[config.mk]
export PLATFORM = sky130hd
export DESIGN_NAME = servo_pwm_driver
export DESIGN_NICKNAME = d
export VERILOG_FILES = /design/src/rtl/servo_pkg.sv /design/src/rtl/servo_slew_limiter.sv /design/src/rtl/servo_pwm_driver.sv
export SDC_FILE = /design/constraint.sdc
export NUM_CORES = 1
export LEC_CHECK = 0
export ABC_CLOCK_PERIOD_IN_PS = 6500
export BUFFER_PORTS_ARGS = -buffer_cell sky130_fd_sc_hd__buf_2
export CAP_MARGIN = 20
export CORE_MARGIN = 2
export CORE_UTILIZATION = 55
export DETAILED_ROUTE_END_ITERATION = 8
export PLACE_DENSITY = 0.73
export SYNTH_ARGS = -nofsm -noshare
export SYNTH_HDL_FRONTEND = slang
export SYNTH_SLANG_ARGS = --single-unit
[constraint.sdc]
create_clock -name clkout -period 6.5 [get_ports clkout]
set_clock_uncertainty 0.1 [all_clocks]
set_input_delay 0.975 -clock clkout [delete_from_list [all_inputs] [get_ports clkout]]
set_output_delay 0.975 -clock clkout [all_outputs]
set_load 0.005 [all_outputs]
[src/rtl/servo_pkg.sv]
// Shared constants and FSM encoding for the servo PWM joint drivers.
// Defaults give 1 us ticks, a 20 ms frame and a 1..2 ms pulse.
package servo_pkg;

  localparam int POS_W         = 11;
  localparam int CNT_W         = 15;
  localparam int PROD_W        = 27;
  localparam int PERIOD_DEF    = 20000;
  localparam int MIN_PULSE_DEF = 1000;
  localparam int MAX_PULSE_DEF = 2000;

  typedef enum logic [2:0] {
    IDLE = 3'd0,
    LOAD = 3'd1,
    CALC = 3'd2,
    HIGH = 3'd3,
    LOW  = 3'd4
  } state_e;

endpackage

[src/rtl/servo_slew_limiter.sv]
// Combinational per-frame slew step: moves cur toward tgt by at most STEP.
// Compares run one bit wider so cur+STEP never wraps.
module servo_slew_limiter
  import servo_pkg::*;
#(
  parameter int STEP = 16
) (
  input  logic [POS_W-1:0] cur_i,
  input  logic [POS_W-1:0] tgt_i,
  output logic [POS_W-1:0] nxt_o
);

  localparam logic [POS_W:0] STEP_X = (POS_W+1)'(STEP);

  logic [POS_W:0] cur_x;
  logic [POS_W:0] tgt_x;

  assign cur_x = {1'b0, cur_i};
  assign tgt_x = {1'b0, tgt_i};

  always_comb begin
    nxt_o = tgt_i;
    if (tgt_x > cur_x + STEP_X) begin
      nxt_o = cur_i + STEP_X[POS_W-1:0];
    end else if (tgt_x + STEP_X < cur_x) begin
      nxt_o = cur_i - STEP_X[POS_W-1:0];
    end
  end

endmodule

[src/rtl/servo_pwm_driver.sv]
// Hobby-servo PWM generator with per-frame slew limiting.
// Frame = LOAD + CALC + HIGH(width) + LOW, exactly PERIOD clkout ticks.
module servo_pwm_driver
  import servo_pkg::*;
#(
  parameter int PERIOD    = PERIOD_DEF,
  parameter int MIN_PULSE = MIN_PULSE_DEF,
  parameter int MAX_PULSE = MAX_PULSE_DEF,
  parameter int STEP      = 16
) (
  input  logic             clkout,
  input  logic             rst,
  input  logic             en,
  input  logic [POS_W-1:0] pos_in,
  output logic             pwm,
  output logic             frame_tick,
  output logic [POS_W-1:0] cur_pos,
  output logic             at_target
);

  localparam logic [CNT_W-1:0]  PER_M1 = CNT_W'(PERIOD - 1);
  localparam logic [CNT_W-1:0]  MIN_W  = CNT_W'(MIN_PULSE);
  localparam logic [PROD_W-1:0] SPAN   = PROD_W'(MAX_PULSE - MIN_PULSE);

  state_e             state_q, state_d;
  logic [CNT_W-1:0]   cnt_q, cnt_d;
  logic [CNT_W-1:0]   pcnt_q, pcnt_d;
  logic [CNT_W-1:0]   width_q, width_d;
  logic [POS_W-1:0]   cur_q, cur_d;
  logic [POS_W-1:0]   tgt_q, tgt_d;
  logic               at_q, at_d;
  logic [POS_W-1:0]   slew_nxt;
  logic [PROD_W-1:0]  prod;
  logic [CNT_W-1:0]   width_calc;

  servo_slew_limiter #(
    .STEP (STEP)
  ) u_slew (
    .cur_i (cur_q),
    .tgt_i (pos_in),
    .nxt_o (slew_nxt)
  );

  assign prod       = PROD_W'(cur_q) * SPAN;
  assign width_calc = MIN_W + CNT_W'(prod >> POS_W);

  always_comb begin
    state_d = state_q;
    cnt_d   = cnt_q + 1'b1;
    pcnt_d  = pcnt_q;
    width_d = width_q;
    cur_d   = cur_q;
    tgt_d   = tgt_q;
    if (!en) begin
      state_d = IDLE;
    end else begin
      unique case (state_q)
        IDLE: begin
          state_d = LOAD;
          cnt_d   = '0;
        end
        LOAD: begin
          tgt_d   = pos_in;
          cur_d   = slew_nxt;
          state_d = CALC;
        end
        CALC: begin
          width_d = width_calc;
          pcnt_d  = '0;
          state_d = HIGH;
        end
        HIGH: begin
          pcnt_d = pcnt_q + 1'b1;
          if (pcnt_q == width_q - 1'b1) state_d = LOW;
        end
        LOW: begin
          if (cnt_q == PER_M1) begin
            state_d = LOAD;
            cnt_d   = '0;
          end
        end
        default: state_d = IDLE;
      endcase
    end
    at_d = (cur_d == tgt_d);
  end

  always_ff @(posedge clkout) begin
    if (rst) begin
      state_q <= IDLE;
      cnt_q   <= '0;
      pcnt_q  <= '0;
      width_q <= MIN_W;
      cur_q   <= '0;
      tgt_q   <= '0;
      at_q    <= 1'b1;
    end else begin
      state_q <= state_d;
      cnt_q   <= cnt_d;
      pcnt_q  <= pcnt_d;
      width_q <= width_d;
      cur_q   <= cur_d;
      tgt_q   <= tgt_d;
      at_q    <= at_d;
    end
  end

  assign pwm        = (state_q == HIGH);
  assign frame_tick = (state_q == LOAD);
  assign cur_pos    = cur_q;
  assign at_target  = at_q;

endmodule

==> impl_metrics.env <==
export IMPL_switching_share_pct=30.2
export IMPL_initial_utilization_pct=57.1
export IMPL_drt_total_wl_um=14300
export IMPL_maxCapViolCount=0
export IMPL_wire_per_inst_um=15.7
export IMPL_yosysTopAreaCell="dfxtp_1"
export IMPL_nFillCells=952
export IMPL_synthTopCellsByCount="nand2_1 (75), nor2_1 (75), ha_1 (72)"
export IMPL_worstSkewPairLatency_ns=0.34
export IMPL_cp_cell_sequence="inv_1 > fa_1 > fa_1 > inv_1 > fa_1 > inv_1 > fa_1 > inv_1 > ha_1 > nor2_1 > o21a_1 > a21o_1 > xnor2_1 > ha_1 > nor4_1 > o211ai_1 > o211ai_2 > mux2i_1 > o31ai_1 > a221oi_1"
export IMPL_hpwl_um=11000
export IMPL_holdBufCountCts=0
export IMPL_max_slew_worst_pin_slew_ns=0.852
export IMPL_grt_max_degree=45
export IMPL_cts_resized=0
export IMPL_fin_ws_ns=0.771
export IMPL_crit_buf_inv=4
export IMPL_via_per_inst=5.83
export IMPL_io_pins=28
export IMPL_syn_avg_cell_area_um2=8.30
export IMPL_antenna_left=0
export IMPL_drc=0
export IMPL_finalSetupViolations=0
export IMPL_total_leakage_power_nw=2.89
export IMPL_vdd_drop_max_mv=0.182
export IMPL_hold_class="reg -> reg"
export IMPL_cp_depth=20
export IMPL_syn_inst=752
export IMPL_antenna_found_initial=0
export IMPL_clock_root_buffer="clkbuf_16"
export IMPL_io_buffers=27
export IMPL_via_count=5309
export IMPL_r2r_end="width_q[9]"
export IMPL_outcome="finished clean"
export IMPL_clk_pin_slew_worst_paths_ns=0.06
export IMPL_cp_data_arrival_time_ns=5.88
export IMPL_grt_pass1_wl_um=24400
export IMPL_p_clk_share_pct=42.6
export IMPL_period_share_pct=88.1
export IMPL_diodes=0
export IMPL_cp_required_ns=6.65
export IMPL_cts_max_level=3
export IMPL_synth_area_um2=6240
export IMPL_slew_headroom_pct=43.2
export IMPL_r2r_start="cur_pos[6]"
export IMPL_cts_tree="built"
export IMPL_reg2regPathDepth=20
export IMPL_synthTopCellsByArea="dfxtp_1 (21%), ha_1 (14%), fa_1 (10%)"
export IMPL_fmax_mhz=175
export IMPL_ys_flop_type="dfxtp_1"
export IMPL_first_pass_iters=5
export IMPL_power_switching_w=0.000375
export IMPL_cts_buffers=9
export IMPL_critPathTopFamily="adder cells"
export IMPL_postLayoutCoreUtil_pct=61.8
export IMPL_synth_seq_cells=67
export IMPL_finalHoldViolCount=0
export IMPL_drv_slew=0
export IMPL_synth_net_count=870
export IMPL_period_needed_ns=5.73
export IMPL_grt_usage_pct=24.1
export IMPL_critPathMaxFanout=9
export IMPL_die_x_um=111
export IMPL_regToRegSetupSlack_ns=0.77
export IMPL_criticalPathCategory="reg -> reg"
export IMPL_rsz0062_at_grt="no"
export IMPL_grt_overflow=0
export IMPL_tns_ns=0
export IMPL_final_nets=884
export IMPL_synthArstFlopShare_pct=0
export IMPL_p_per_area_nw_per_um2=184
export IMPL_synth_top_area_share_pct=21.5
export IMPL_yosysWarnings=0
export IMPL_p_seq_share_pct=34.7
export IMPL_whs_endpoint="cnt_q[0]"
export IMPL_synth_edf_count=0
export IMPL_die_h_um=111
export IMPL_drt_iter0_drc=401
export IMPL_drive_above_1_share_pct=8.56
export IMPL_coreArea_um2=10900
export IMPL_clockBufferDepth=2
export IMPL_cts_sinks=67
export IMPL_start_kind="flip-flop"
export IMPL_syn_to_final_growth_pct=8.30
export IMPL_cp_end_kind="flip-flop"
export IMPL_std_cell_rows=38
export IMPL_yosysSeqAreaShare_pct=21.5
export IMPL_internal_power_w=0.000868
export IMPL_whs_path_depth=1
export IMPL_place_congestion=0.888
export IMPL_cts_setup_buffers=0
export IMPL_place_ws_ns=0.817
export IMPL_synthDistinctLibCells=67
export IMPL_comb_power_share_pct=22.7
export IMPL_slowest_delay_ns=0.58
export IMPL_slowest_stage="dfxtp_1"
export IMPL_die_area_um2=12200
export IMPL_min_from="cnt_q[0]"
export IMPL_grt_pass1_vias=5228
## cells in the final DEF (no fill, tap or decap), types with 4 or more instances in the layout
cell type / instances
and4_1: 6
nor3_1: 12
nand3b_1: 5
nand2_1: 75
o21ai_0: 18
nor4_1: 5
o221ai_1: 7
ha_1: 72
xor2_1: 38
dfxtp_1: 67
or3_1: 4
nor2_1: 75
and2_1: 5
fa_1: 32
buf_2: 27
nand4_1: 9
a211oi_1: 7
o211ai_1: 12
xnor2_1: 41
nand3_1: 35
mux2i_1: 6
a211o_1: 6
clkbuf_16: 9
buf_4: 4
a31oi_1: 7
inv_1: 66
nand2b_1: 5
a21oi_1: 53
## cell families after synthesis
group | share of synthesized area [%]
AND/OR/NAND/NOR | 19.7
AO/OA/AOI/OAI | 15.8
adder cells (fa/ha/maj) | 24.7
buffers and inverters | 6.23
XOR/XNOR | 11.1
flip-flops | 21.5
multiplexers | 0.962
## through the flow
stage          std cells  power [W]  area (µm²)  hold slack, ns
6_report             911    0.00124        6760           0.358
2_1_floorplan        752   0.000653        6240           0.330
5_1_grt              911    0.00130        6760           0.384
3_3_place_gp         895   0.000710        6440           0.342
3_5_place_dp         895   0.000716        6440           0.350
4_1_cts              911    0.00125        6760           0.362
## worst reg2reg max path, delay by kind of cell, from the launching register on
family | cells | cell delay (ns)
buffers and inverters | 4 | 0.43
XOR/XNOR | 1 | 0.13
flip-flops | 1 | 0.58
AO/OA/AOI/OAI | 6 | 1.04
adder cells (fa/ha/maj) | 6 | 2.55
AND/OR/NAND/NOR | 2 | 0.53
multiplexers | 1 | 0.27
## state kept, by name, summed over array words and instances (netlist names)
| register | cells |
|---|---|
| cnt_q | 15 |
| pcnt_q | 15 |
| cur_pos | 11 |
| tgt_q | 11 |
| width_q | 11 |
| state_q | 3 |
| at_target | 1 |
## area by class of cell
class                   instances  area [µm²]  area share (%)
clock buffers                  10         229            3.39
clock inverters                 6        90.1            1.33
inverters                      66         248            3.67
multi-input cells             591        4510            66.7
flip-flops and latches         67        1340            19.8
well taps                     140         175            2.59
repair buffers                 31         165            2.44
## how the worst max path moves through the flow
stage	startpoint	to	slack, ns
2_1_floorplan	cur_pos[4]	width_q[9]	1.14
3_3_place_gp	cur_pos[2]	width_q[9]	0.97
3_5_place_dp	cur_pos[6]	width_q[9]	0.82
4_1_cts	cur_pos[6]	width_q[9]	0.80
5_1_grt	cur_pos[6]	width_q[9]	0.29
6_report	cur_pos[6]	width_q[9]	0.77
## power by group through the flow
stage	logic, W	clock network [W]	registers, W
global route	0.000317	0.000555	0.000432
global placement	0.000271	0	0.000439
detailed placement	0.000276	0	0.000440
finish	0.000283	0.000530	0.000431
floorplan	0.000215	0	0.000438
CTS	0.000281	0.000537	0.000431
## metal layers
| metal | part of all wire [%] | GRT usage, % |
|---|---|---|
| met5 | 0 | 0 |
| met4 | 3.6 | 11.5 |
| met3 | 3.5 | 3.46 |
| met2 | 47 | 39.6 |
| met1 | 46 | 31.0 |
Note: power is estimated with default switching activity, not from simulation.
